`config.mk`:
```
export PLATFORM = sky130hd
export DESIGN_NAME = parking_gate_controller
export DESIGN_NICKNAME = d
export VERILOG_FILES = /design/src/rtl/parking_pkg.sv /design/src/rtl/parking_gate_controller_debouncer.sv /design/src/rtl/parking_gate_controller.sv
export SDC_FILE = /design/constraint.sdc
export NUM_CORES = 1
export LEC_CHECK = 0
export BUFFER_PORTS_ARGS = -buffer_cell sky130_fd_sc_hd__buf_2
export CAP_MARGIN = 20
export CORE_MARGIN = 3
export CORE_UTILIZATION = 60
export CTS_BUF_LIST = sky130_fd_sc_hd__clkbuf_16
export CTS_CLUSTER_SIZE = 30
export DETAILED_ROUTE_END_ITERATION = 7
export PLACE_DENSITY = 0.78
export SLEW_MARGIN = 20
export SYNTH_ARGS = -nofsm -noshare
export SYNTH_HDL_FRONTEND = slang
export SYNTH_SLANG_ARGS = --single-unit
```
`constraint.sdc`:
```
create_clock -name clk -period 4.8 [get_ports clk]
set_input_delay 0.24 -clock clk [delete_from_list [all_inputs] [get_ports clk]]
set_output_delay 0.24 -clock clk [all_outputs]
set_load 0.05 [all_outputs]
```
`src/rtl/parking_pkg.sv`:
```
// Shared types and helpers for the parking gate controller: slot geometry,
// gate FSM states and slot-search/count functions.
package parking_pkg;

  localparam int NUM_SLOTS  = 4;
  localparam int SLOT_IDX_W = 2;

  typedef enum logic [0:0] {
    IDLE      = 1'b0,
    DOOR_HOLD = 1'b1
  } gate_state_t;

  typedef struct packed {
    logic                  valid;
    logic [SLOT_IDX_W-1:0] idx;
  } free_slot_t;

  // Scans from the top so the final hit is the lowest-index free slot.
  function automatic free_slot_t lowest_free(input logic [NUM_SLOTS-1:0] slots);
    free_slot_t r;
    r.valid = 1'b0;
    r.idx   = '0;
    for (int i = NUM_SLOTS - 1; i >= 0; i--) begin
      if (!slots[i]) begin
        r.valid = 1'b1;
        r.idx   = SLOT_IDX_W'(i);
      end else begin
        r.valid = r.valid;
      end
    end
    return r;
  endfunction

  function automatic logic [2:0] free_slots(input logic [NUM_SLOTS-1:0] slots);
    logic [2:0] cnt;
    cnt = 3'(NUM_SLOTS);
    for (int i = 0; i < NUM_SLOTS; i++) begin
      if (slots[i]) begin
        cnt = cnt - 3'd1;
      end else begin
        cnt = cnt;
      end
    end
    return cnt;
  endfunction

endpackage

```
`src/rtl/parking_gate_controller_debouncer.sv`:
```
// Two-flop synchroniser plus consecutive-sample debouncer for one raw sensor;
// emits a one-cycle pulse on each accepted rising level.
module sensor_debouncer #(
  parameter int DEBOUNCE_CYCLES = 400000
) (
  input  logic clk,
  input  logic reset,
  input  logic raw_i,
  output logic rise_o
);

  localparam int CNT_W = (DEBOUNCE_CYCLES > 1) ? $clog2(DEBOUNCE_CYCLES) : 1;
  localparam logic [CNT_W-1:0] CNT_LAST = CNT_W'(DEBOUNCE_CYCLES - 1);

  logic             sync1_q, sync2_q;
  logic             level_q, level_d;
  logic             rise_q, rise_d;
  logic [CNT_W-1:0] cnt_q, cnt_d;

  // Any sample matching the current level restarts the run of mismatches.
  always_comb begin
    level_d = level_q;
    rise_d  = 1'b0;
    cnt_d   = '0;
    if (sync2_q == level_q) begin
      cnt_d = '0;
    end else if (cnt_q == CNT_LAST) begin
      level_d = ~level_q;
      rise_d  = ~level_q;
      cnt_d   = '0;
    end else begin
      cnt_d = cnt_q + CNT_W'(1);
    end
  end

  always_ff @(posedge clk) begin
    if (reset) begin
      sync1_q <= 1'b0;
      sync2_q <= 1'b0;
      level_q <= 1'b0;
      rise_q  <= 1'b0;
      cnt_q   <= '0;
    end else begin
      sync1_q <= raw_i;
      sync2_q <= sync1_q;
      level_q <= level_d;
      rise_q  <= rise_d;
      cnt_q   <= cnt_d;
    end
  end

  assign rise_o = rise_q;

endmodule

```
`src/rtl/parking_gate_controller.sv`:
```
// Parking gate controller: debounced sensor events, single-depth pending
// latches, occupancy register and gate hold timing.
module parking_gate_controller
  import parking_pkg::*;
#(
  parameter int DEBOUNCE_CYCLES  = 400000,
  parameter int DOOR_HOLD_CYCLES = 80000000
) (
  input  logic                  clk,
  input  logic                  reset,
  input  logic                  entry_sensor,
  input  logic                  exit_sensor,
  input  logic [SLOT_IDX_W-1:0] switch,
  output logic [NUM_SLOTS-1:0]  slots,
  output logic                  door_open_pulse,
  output logic                  full_pulse,
  output logic                  invalid_exit_pulse,
  output logic                  door_busy,
  output logic [2:0]            free_count,
  output logic [SLOT_IDX_W-1:0] last_slot
);

  localparam int HOLD_W = (DOOR_HOLD_CYCLES > 1) ? $clog2(DOOR_HOLD_CYCLES) : 1;
  localparam logic [HOLD_W-1:0] HOLD_LAST = HOLD_W'(DOOR_HOLD_CYCLES - 1);

  logic entry_rise_s, exit_rise_s;

  sensor_debouncer #(.DEBOUNCE_CYCLES(DEBOUNCE_CYCLES)) u_entry_db (
    .clk    (clk),
    .reset  (reset),
    .raw_i  (entry_sensor),
    .rise_o (entry_rise_s)
  );

  sensor_debouncer #(.DEBOUNCE_CYCLES(DEBOUNCE_CYCLES)) u_exit_db (
    .clk    (clk),
    .reset  (reset),
    .raw_i  (exit_sensor),
    .rise_o (exit_rise_s)
  );

  gate_state_t           state_q, state_d;
  logic [HOLD_W-1:0]     hold_q, hold_d;
  logic [NUM_SLOTS-1:0]  slots_q, slots_d;
  logic [2:0]            free_q, free_d;
  logic [SLOT_IDX_W-1:0] last_q, last_d;
  logic                  door_q, door_d;
  logic                  full_q, full_d;
  logic                  inv_q, inv_d;
  logic                  entry_pend_q, entry_pend_d;
  logic                  exit_pend_q, exit_pend_d;
  logic [SLOT_IDX_W-1:0] exit_sw_q, exit_sw_d;
  logic                  entry_srv_s, exit_srv_s;
  free_slot_t            free_sel_s;

  // Gate FSM: serves one pending event per IDLE cycle, exit before entry.
  always_comb begin
    state_d     = state_q;
    hold_d      = hold_q;
    slots_d     = slots_q;
    last_d      = last_q;
    door_d      = 1'b0;
    full_d      = 1'b0;
    inv_d       = 1'b0;
    entry_srv_s = 1'b0;
    exit_srv_s  = 1'b0;
    free_sel_s  = lowest_free(slots_q);
    case (state_q)
      IDLE: begin
        hold_d = '0;
        if (exit_pend_q) begin
          exit_srv_s = 1'b1;
          if (slots_q[exit_sw_q]) begin
            slots_d[exit_sw_q] = 1'b0;
            door_d             = 1'b1;
            last_d             = exit_sw_q;
            state_d            = DOOR_HOLD;
          end else begin
            inv_d = 1'b1;
          end
        end else if (entry_pend_q) begin
          entry_srv_s = 1'b1;
          if (free_sel_s.valid) begin
            slots_d[free_sel_s.idx] = 1'b1;
            door_d                  = 1'b1;
            last_d                  = free_sel_s.idx;
            state_d                 = DOOR_HOLD;
          end else begin
            full_d = 1'b1;
          end
        end else begin
          state_d = IDLE;
        end
      end
      DOOR_HOLD: begin
        if (hold_q == HOLD_LAST) begin
          hold_d  = '0;
          state_d = IDLE;
        end else begin
          hold_d = hold_q + HOLD_W'(1);
        end
      end
      default: begin
        state_d = IDLE;
        hold_d  = '0;
      end
    endcase
  end

  // A second event while the flag is still set is dropped, not queued.
  always_comb begin
    entry_pend_d = entry_pend_q ? ~entry_srv_s : entry_rise_s;
    exit_pend_d  = exit_pend_q ? ~exit_srv_s : exit_rise_s;
    if (!exit_pend_q && exit_rise_s) begin
      exit_sw_d = switch;
    end else begin
      exit_sw_d = exit_sw_q;
    end
    free_d = free_slots(slots_d);
  end

  always_ff @(posedge clk) begin
    if (reset) begin
      state_q      <= IDLE;
      hold_q       <= '0;
      slots_q      <= '0;
      free_q       <= 3'd4;
      last_q       <= '0;
      door_q       <= 1'b0;
      full_q       <= 1'b0;
      inv_q        <= 1'b0;
      entry_pend_q <= 1'b0;
      exit_pend_q  <= 1'b0;
      exit_sw_q    <= '0;
    end else begin
      state_q      <= state_d;
      hold_q       <= hold_d;
      slots_q      <= slots_d;
      free_q       <= free_d;
      last_q       <= last_d;
      door_q       <= door_d;
      full_q       <= full_d;
      inv_q        <= inv_d;
      entry_pend_q <= entry_pend_d;
      exit_pend_q  <= exit_pend_d;
      exit_sw_q    <= exit_sw_d;
    end
  end

  assign slots              = slots_q;
  assign free_count         = free_q;
  assign last_slot          = last_q;
  assign door_open_pulse    = door_q;
  assign full_pulse         = full_q;
  assign invalid_exit_pulse = inv_q;
  assign door_busy          = (state_q == DOOR_HOLD);

endmodule

```
Yosys cells after proc, flatten, opt, wreduce, memory -nomap -nowiden

Index checks and enable logic that the tools add are counted.
Widths: inputs -> output; s select.

Add/subtract/negate cells: 6
Order comparisons: 4
Equality and inequality tests: 6
Muxes and demuxes: 44
Bitwise operators: 14
Reduce and logical (&&, ||, !) cells: 16

Operators by type and width:

| operator              | count |
|---|---|
| $pmux 27 s2           | 1 |
| $add 19x1->19 const B | 2 |
| $eq 19x19->1 const B  | 2 |
| $add 27x1->27 const B | 1 |
| $eq 27x27->1 const B  | 1 |
| $mux 27               | 1 |
| $mux 1                | 21 |
| $mux 4                | 5 |
| $mux 2                | 8 |
| $reduce_or 3->1       | 5 |
| $mux 3                | 4 |
| $not 1->1             | 11 |
| $sub 3x1->3 const B   | 3 |
| $lt 2x3->1 const B    | 2 |
| $and 4x4->4           | 1 |
| $demux 1 s2           | 2 |
| $ge 2x1->1 const B    | 2 |
| $not 4->4             | 1 |
| $or 4x4->4            | 1 |
| $reduce_and 2->1      | 2 |
| $reduce_and 4->1      | 1 |
| $reduce_bool 2->1     | 2 |
| $reduce_or 4->1       | 1 |
| $logic_and 1x1->1     | 3 |
| other kinds (6)       | 7 |

Register bits after elaboration: 90
Bits of input ports: 6
Output and inout port bits: 13

Logic depth before layout (Yosys ltp)

Depth after elaboration: 20
Depth in mapped cells: 11
Gate-level depth less buffers: 10

Modules after synthesis

From an unflattened synthesis, not the netlist that was laid out.

Cells, all modules: 485
Area total of the unflattened synthesis: 4207.8 sq um

Modules (own cells, without submodules):

| module                  | instances | cells an instance | area an instance (sq um) | sequential area each (sq um) |
|---|---|---|---|---|
| parking_gate_controller | 1         | 249               | 2155.8                   | 880.8 |
| sensor_debouncer        | 2         | 118               | 1026.0                   | 460.4 |

Worst setup path before layout

Ideal clock, no wire load.

Kind: flip-flop to flip-flop
From: reg state_q, in the netlist door_busy
To: reg free_q[2], in the netlist free_count[2]
Library setup time: 125 ps
Arrival time: 2415 ps
Required time: 4675 ps
Path slack: 2260 ps
Stages on the path, launching flop included: 12
Buffers on the path: 1
Clock period less this slack: 2540 ps
Cells stage by stage: dfxtp_1 > clkbuf_1 > nand3b_1 > o21a_1 > a21oi_1 > inv_1 > fa_1 > inv_1 > ha_1 > inv_1 > o211ai_1 > nand3_1

Elaborated cells on any way between the ends: 8

RTL lines:

| what                     | RTL line                       | source |
|---|---|---|
| start: declaration       | parking_gate_controller.sv:42  | `gate_state_t state_q, state_d;` |
| start signal: assignment | parking_gate_controller.sv:136 | `state_q <= state_d;` |
| $mux 4 *                 | parking_gate_controller.sv:68  | `case (state_q)` |
| named net slots_d[1]     | parking_gate_controller.sv:44  | `logic [NUM_SLOTS-1:0] slots_q, slots_d;` |
| $mux 3 *                 | parking_pkg.sv:38              | `if (slots[i]) begin` |
| $sub 3x1->3              | parking_pkg.sv:39              | `cnt = cnt - 3'd1;` |
| $mux 3 *                 | parking_pkg.sv:38              |  |
| $sub 3x1->3              | parking_pkg.sv:39              |  |
| $mux 3 *                 | parking_pkg.sv:38              |  |
| end signal: assignment   | parking_gate_controller.sv:139 | `free_q <= free_d;` |
| end: declaration         | parking_gate_controller.sv:45  | `logic [2:0] free_q, free_d;` |

The timed path passes the listed nets; every way through them passes the cells marked *.
A chain may end at the register's enable or synchronous reset.

Worst setup path in the final report

From: reg exit_pend_q
To: reg free_q[2], in the netlist free_count[2]

Elaborated cells on any way between the ends: 9

RTL lines:

| what                     | RTL line                       | source |
|---|---|---|
| start: declaration       | parking_gate_controller.sv:51  | `logic exit_pend_q, exit_pend_d;` |
| start signal: assignment | parking_gate_controller.sv:145 | `exit_pend_q <= exit_pend_d;` |
| $mux 4 *                 | parking_gate_controller.sv:71  | `if (exit_pend_q) begin` |
| $mux 4 *                 | parking_gate_controller.sv:68  |  |
| named net slots_d[2]     | parking_gate_controller.sv:44  |  |
| $mux 3 *                 | parking_pkg.sv:38              |  |
| $sub 3x1->3              | parking_pkg.sv:39              |  |
| $mux 3 *                 | parking_pkg.sv:38              |  |

Marked as above.

==> results.md <==
- Synth warn: 0
- Layout cells sized above 1: 0.0902
- Die ar.: 0.00797 mm2
- CTS HTree Levels: 3
- Crit path DAT: 2.85 ns
- Max Fclk: 0.379 GHz
- Critical path cell sequence: or4bb_1 -> a32oi_1 -> inv_1 -> fa_1 -> inv_1 -> ha_1 -> inv_1 -> o211ai_1 -> nand3_1
- Worst hold start: exit_sensor
- Count of buffers from port buffering: 18
- Worst R2R End: free_count[2]
- Top FF cell, synth: dfxtp_1
- Post-Syn Area: 0.00416 mm2
- WL met3: 358 um
- Most used cell, CP: inv_1
- WHS Endpoint: u_exit_db.sync1_q
- Congestion Overflow GR: 0
- CP Launch Type: register
- # IOs: 19
- Count of cell types in the netlist: 52
- Final Core Density: 0.703
- Setup ws final: 2.16 ns
- Worst-Skew Late Latency: 0.33 ns
- Worst-path maximum fanout: 11
- Detailed placer's ending HPWL: 5.56 mm
- Hold bufs inserted after CTS: 0
- Slowest stage delay, CP: 0.52 ns
- Clock buffer depth: 2
- EDFF count, synth: 0
- Core ar.: 0.00653 mm2
- Syn Area/Cell: 8.80 um2
- Asr flop ratio synth: 0
- Crit-path slowest cell: dfxtp_1
- Layout Skew: 0.00396 ns
- Residual DRC: 0
- CTS tree: built
- Syn Inst Count: 473
- Wl on met1: 4.01 mm
- Row count: 29
- Worst r2r path cells: 9
- Antenna Nets Post-Route: 0
- First-pass GRT wire length: 14.3 mm
- P&R area growth vs syn: 10.3%
- Die Ht: 89.3 um
- Wire per inst: 14.8 um
- RSZ-0062 raised after global routing: no
- Fin. Hold Viols: 0
- Fin crit share: 0.550
- Pre-Repair DR Iteration Count: 5
- Final #Nets: 497
- Pre-CTS worst setup slack: 2.22 ns
- Largest net degree at the start of global routing: 29
- Via count: 3467
- Post-synth net total: 487
- Max layer used: met4
- Buf/Inv on CP: 3
- Fillers: 529
- Delay-heaviest family, CP: simple AND/OR/NAND/NOR gates
- Clk root buf: clkbuf_16
- Seq/Total Area, Yosys: 0.433
- Die Wd: 89.3 um
- Number of max-cap violations: 0
- Antenna diodes: 0
- Initial Utilization: 0.637
- CTS Buf Count: 9
- Flops & latches, synth: 90
- Setup TNS: 0 ns
- RR Startpoint: exit_pend_q
- Status: complete, no violations
- Setup repair bufs after CTS: 0
- Post-CTS Resized: 0
- Finish-stage setup viols: 0
- Gpl congestion: 0.865
- Detailed router's first-iteration violation count: 302
- PwrDens: 329 mW/mm2
- Required time worst endpoint: 5.01 ns
- Crit. End Element: register
- Leakage: 1.46 nW
- Total power: 1.51 mW
- Vias in the first global route: 3176
- Setup CP Type: register to register
- Hold Path Depth: 2
- Clk slew on worst S/H paths: 0.06 ns
- Crit path time final: 2.64 ns
- Max Slew Vio Count: 0
- Relative slew slack: 0.326
- Clock tree sinks: 90
- Worst Tran Pin Value: 1.01 ns
- Wire length on met2: 3.88 mm
- Hold crit path type: input port to register
- Avg Vias per Cell: 6.14
- Worst reg2reg setup slack: 2.16 ns
- DRT Wirelength: 8.35 mm
- Antenna violations before repair: 0
- Worst VDD drop: 0.294 mV
- GRT Util Overall: 0.224
## synthesized netlist by cell type, types with 4 or more instances
library cell   n  share of area
xor2_1        18          0.038
inv_1         18          0.016
o21ai_0       12          0.014
ha_1           7          0.021
and4_1         7          0.015
a211oi_1      12          0.022
and3_1        10          0.015
xnor2_1       23          0.048
nor4_1         9          0.014
or3_1         12          0.018
nor3_1        20          0.024
mux2i_1        4         0.0096
nor2b_1        7          0.011
clkbuf_1      16          0.014
nand4_1       20          0.030
a21oi_1       14          0.017
nand3_1       24          0.029
nor4b_1        5          0.011
or4_1         13          0.023
o31ai_1       11          0.020
dfxtp_1       90           0.43
nand2_1       31          0.028
nor2_1        51          0.046
## layout by cell type (no fill, tap or decap), types with 4 or more instances in the layout
master,Yosys,routed
a211oi_1,12,12
a21oi_1,14,14
and3_1,10,10
and4_1,7,7
buf_2,2,18
clkbuf_16,0,9
dfxtp_1,90,90
ha_1,7,7
inv_1,18,19
mux2i_1,4,4
nand2_1,31,31
nand3_1,24,24
nand4_1,20,20
nor2_1,51,51
nor2b_1,7,7
nor3_1,20,20
nor4_1,9,9
nor4b_1,5,5
o21ai_0,12,12
o31ai_1,11,11
or3_1,12,12
or4_1,13,13
xnor2_1,23,23
xor2_1,18,18
## worst max path at each step
stage / startpoint / endpoint / slack, ns / cells after the start
after global placement: exit_pend_q / free_count[2] / 2.30 / 9
after global routing: exit_pend_q / free_count[2] / 2.04 / 9
after CTS: exit_pend_q / free_count[2] / 2.20 / 9
after detailed placement: exit_pend_q / free_count[2] / 2.22 / 9
after floorplan: door_busy / free_count[2] / 2.26 / 11
final: exit_pend_q / free_count[2] / 2.16 / 9
## report_power, final
group / switching (mW) / total [mW] / internal, mW
sequential: 0.00106 / 0.750 / 0.749
combinational: 0.00804 / 0.0119 / 0.00384
clock: 0.293 / 0.748 / 0.455
## per-stage QoR
| step | area (um2) | hold slack [ns] | std cells |
|---|---|---|---|
| 2_1_floorplan | 4160 | 0.368 | 473 |
| 3_3_place_gp | 4270 | 0.432 | 549 |
| 3_5_place_dp | 4270 | 0.437 | 549 |
| 4_1_cts | 4590 | 0.115 | 565 |
| 5_1_grt | 4590 | 0.125 | 565 |
| 6_report | 4590 | 0.118 | 565 |
## worst reg2reg max path: cells and delay by family (launching register included)
family,cells,cell delay [ns]
buffers and inverters,3,0.26
adders and majority gates,2,0.58
and+or+nand+nor,2,0.60
DFF,1,0.52
AOI/OAI and AO/OA,2,0.56
## cell type report
| cell class | count | area (um2) | share of cell area |
|---|---|---|---|
| well taps | 77 | 96.3 | 0.0210 |
| inverters | 18 | 67.6 | 0.0147 |
| clock buffers | 9 | 225 | 0.0491 |
| repair buffers | 19 | 97.6 | 0.0213 |
| flip-flops and latches | 90 | 1800 | 0.392 |
| multi-input cells | 345 | 2210 | 0.481 |
| clock inverters | 7 | 95.1 | 0.0207 |
## cell families (layout without fill, tap and decap cells)
| group | Yosys count | after routing | synth area share |
|---|---|---|---|
| simple gates | 222 | 222 | 0.291 |
| flops | 90 | 90 | 0.433 |
| compound gates | 68 | 68 | 0.112 |
| xor+xnor | 41 | 41 | 0.0863 |
| buf+inv | 38 | 53 | 0.0370 |
| fa+ha+maj | 8 | 8 | 0.0258 |
| mux | 6 | 6 | 0.0150 |
## flip-flops by register name, summed over array words and instances, names as in the netlist
| register | count |
|---|---|
| door_busy | 1 |
| free_count | 3 |
| u_exit_db.cnt_q | 19 |
| door_open_pulse | 1 |
| u_entry_db.cnt_q | 19 |
| exit_sw_q | 2 |
| u_exit_db.rise_o | 1 |
| u_entry_db.rise_o | 1 |
| u_entry_db.sync2_q | 1 |
| u_exit_db.level_q | 1 |
| u_exit_db.sync1_q | 1 |
| full_pulse | 1 |
| u_entry_db.sync1_q | 1 |
| u_entry_db.level_q | 1 |
| entry_pend_q | 1 |
| invalid_exit_pulse | 1 |
| exit_pend_q | 1 |
| u_exit_db.sync2_q | 1 |
| slots | 4 |
| hold_q | 27 |
| last_slot | 2 |
## layer usage
layer | vias up | track usage
li1 | 1733 | -
met2 | 89 | 0.364
met1 | 1634 | 0.303
met3 | 11 | 0.0452
met4 | 0 | 0.0650
met5 | - | 0
Note: power is estimated with default switching activity, not from simulation.
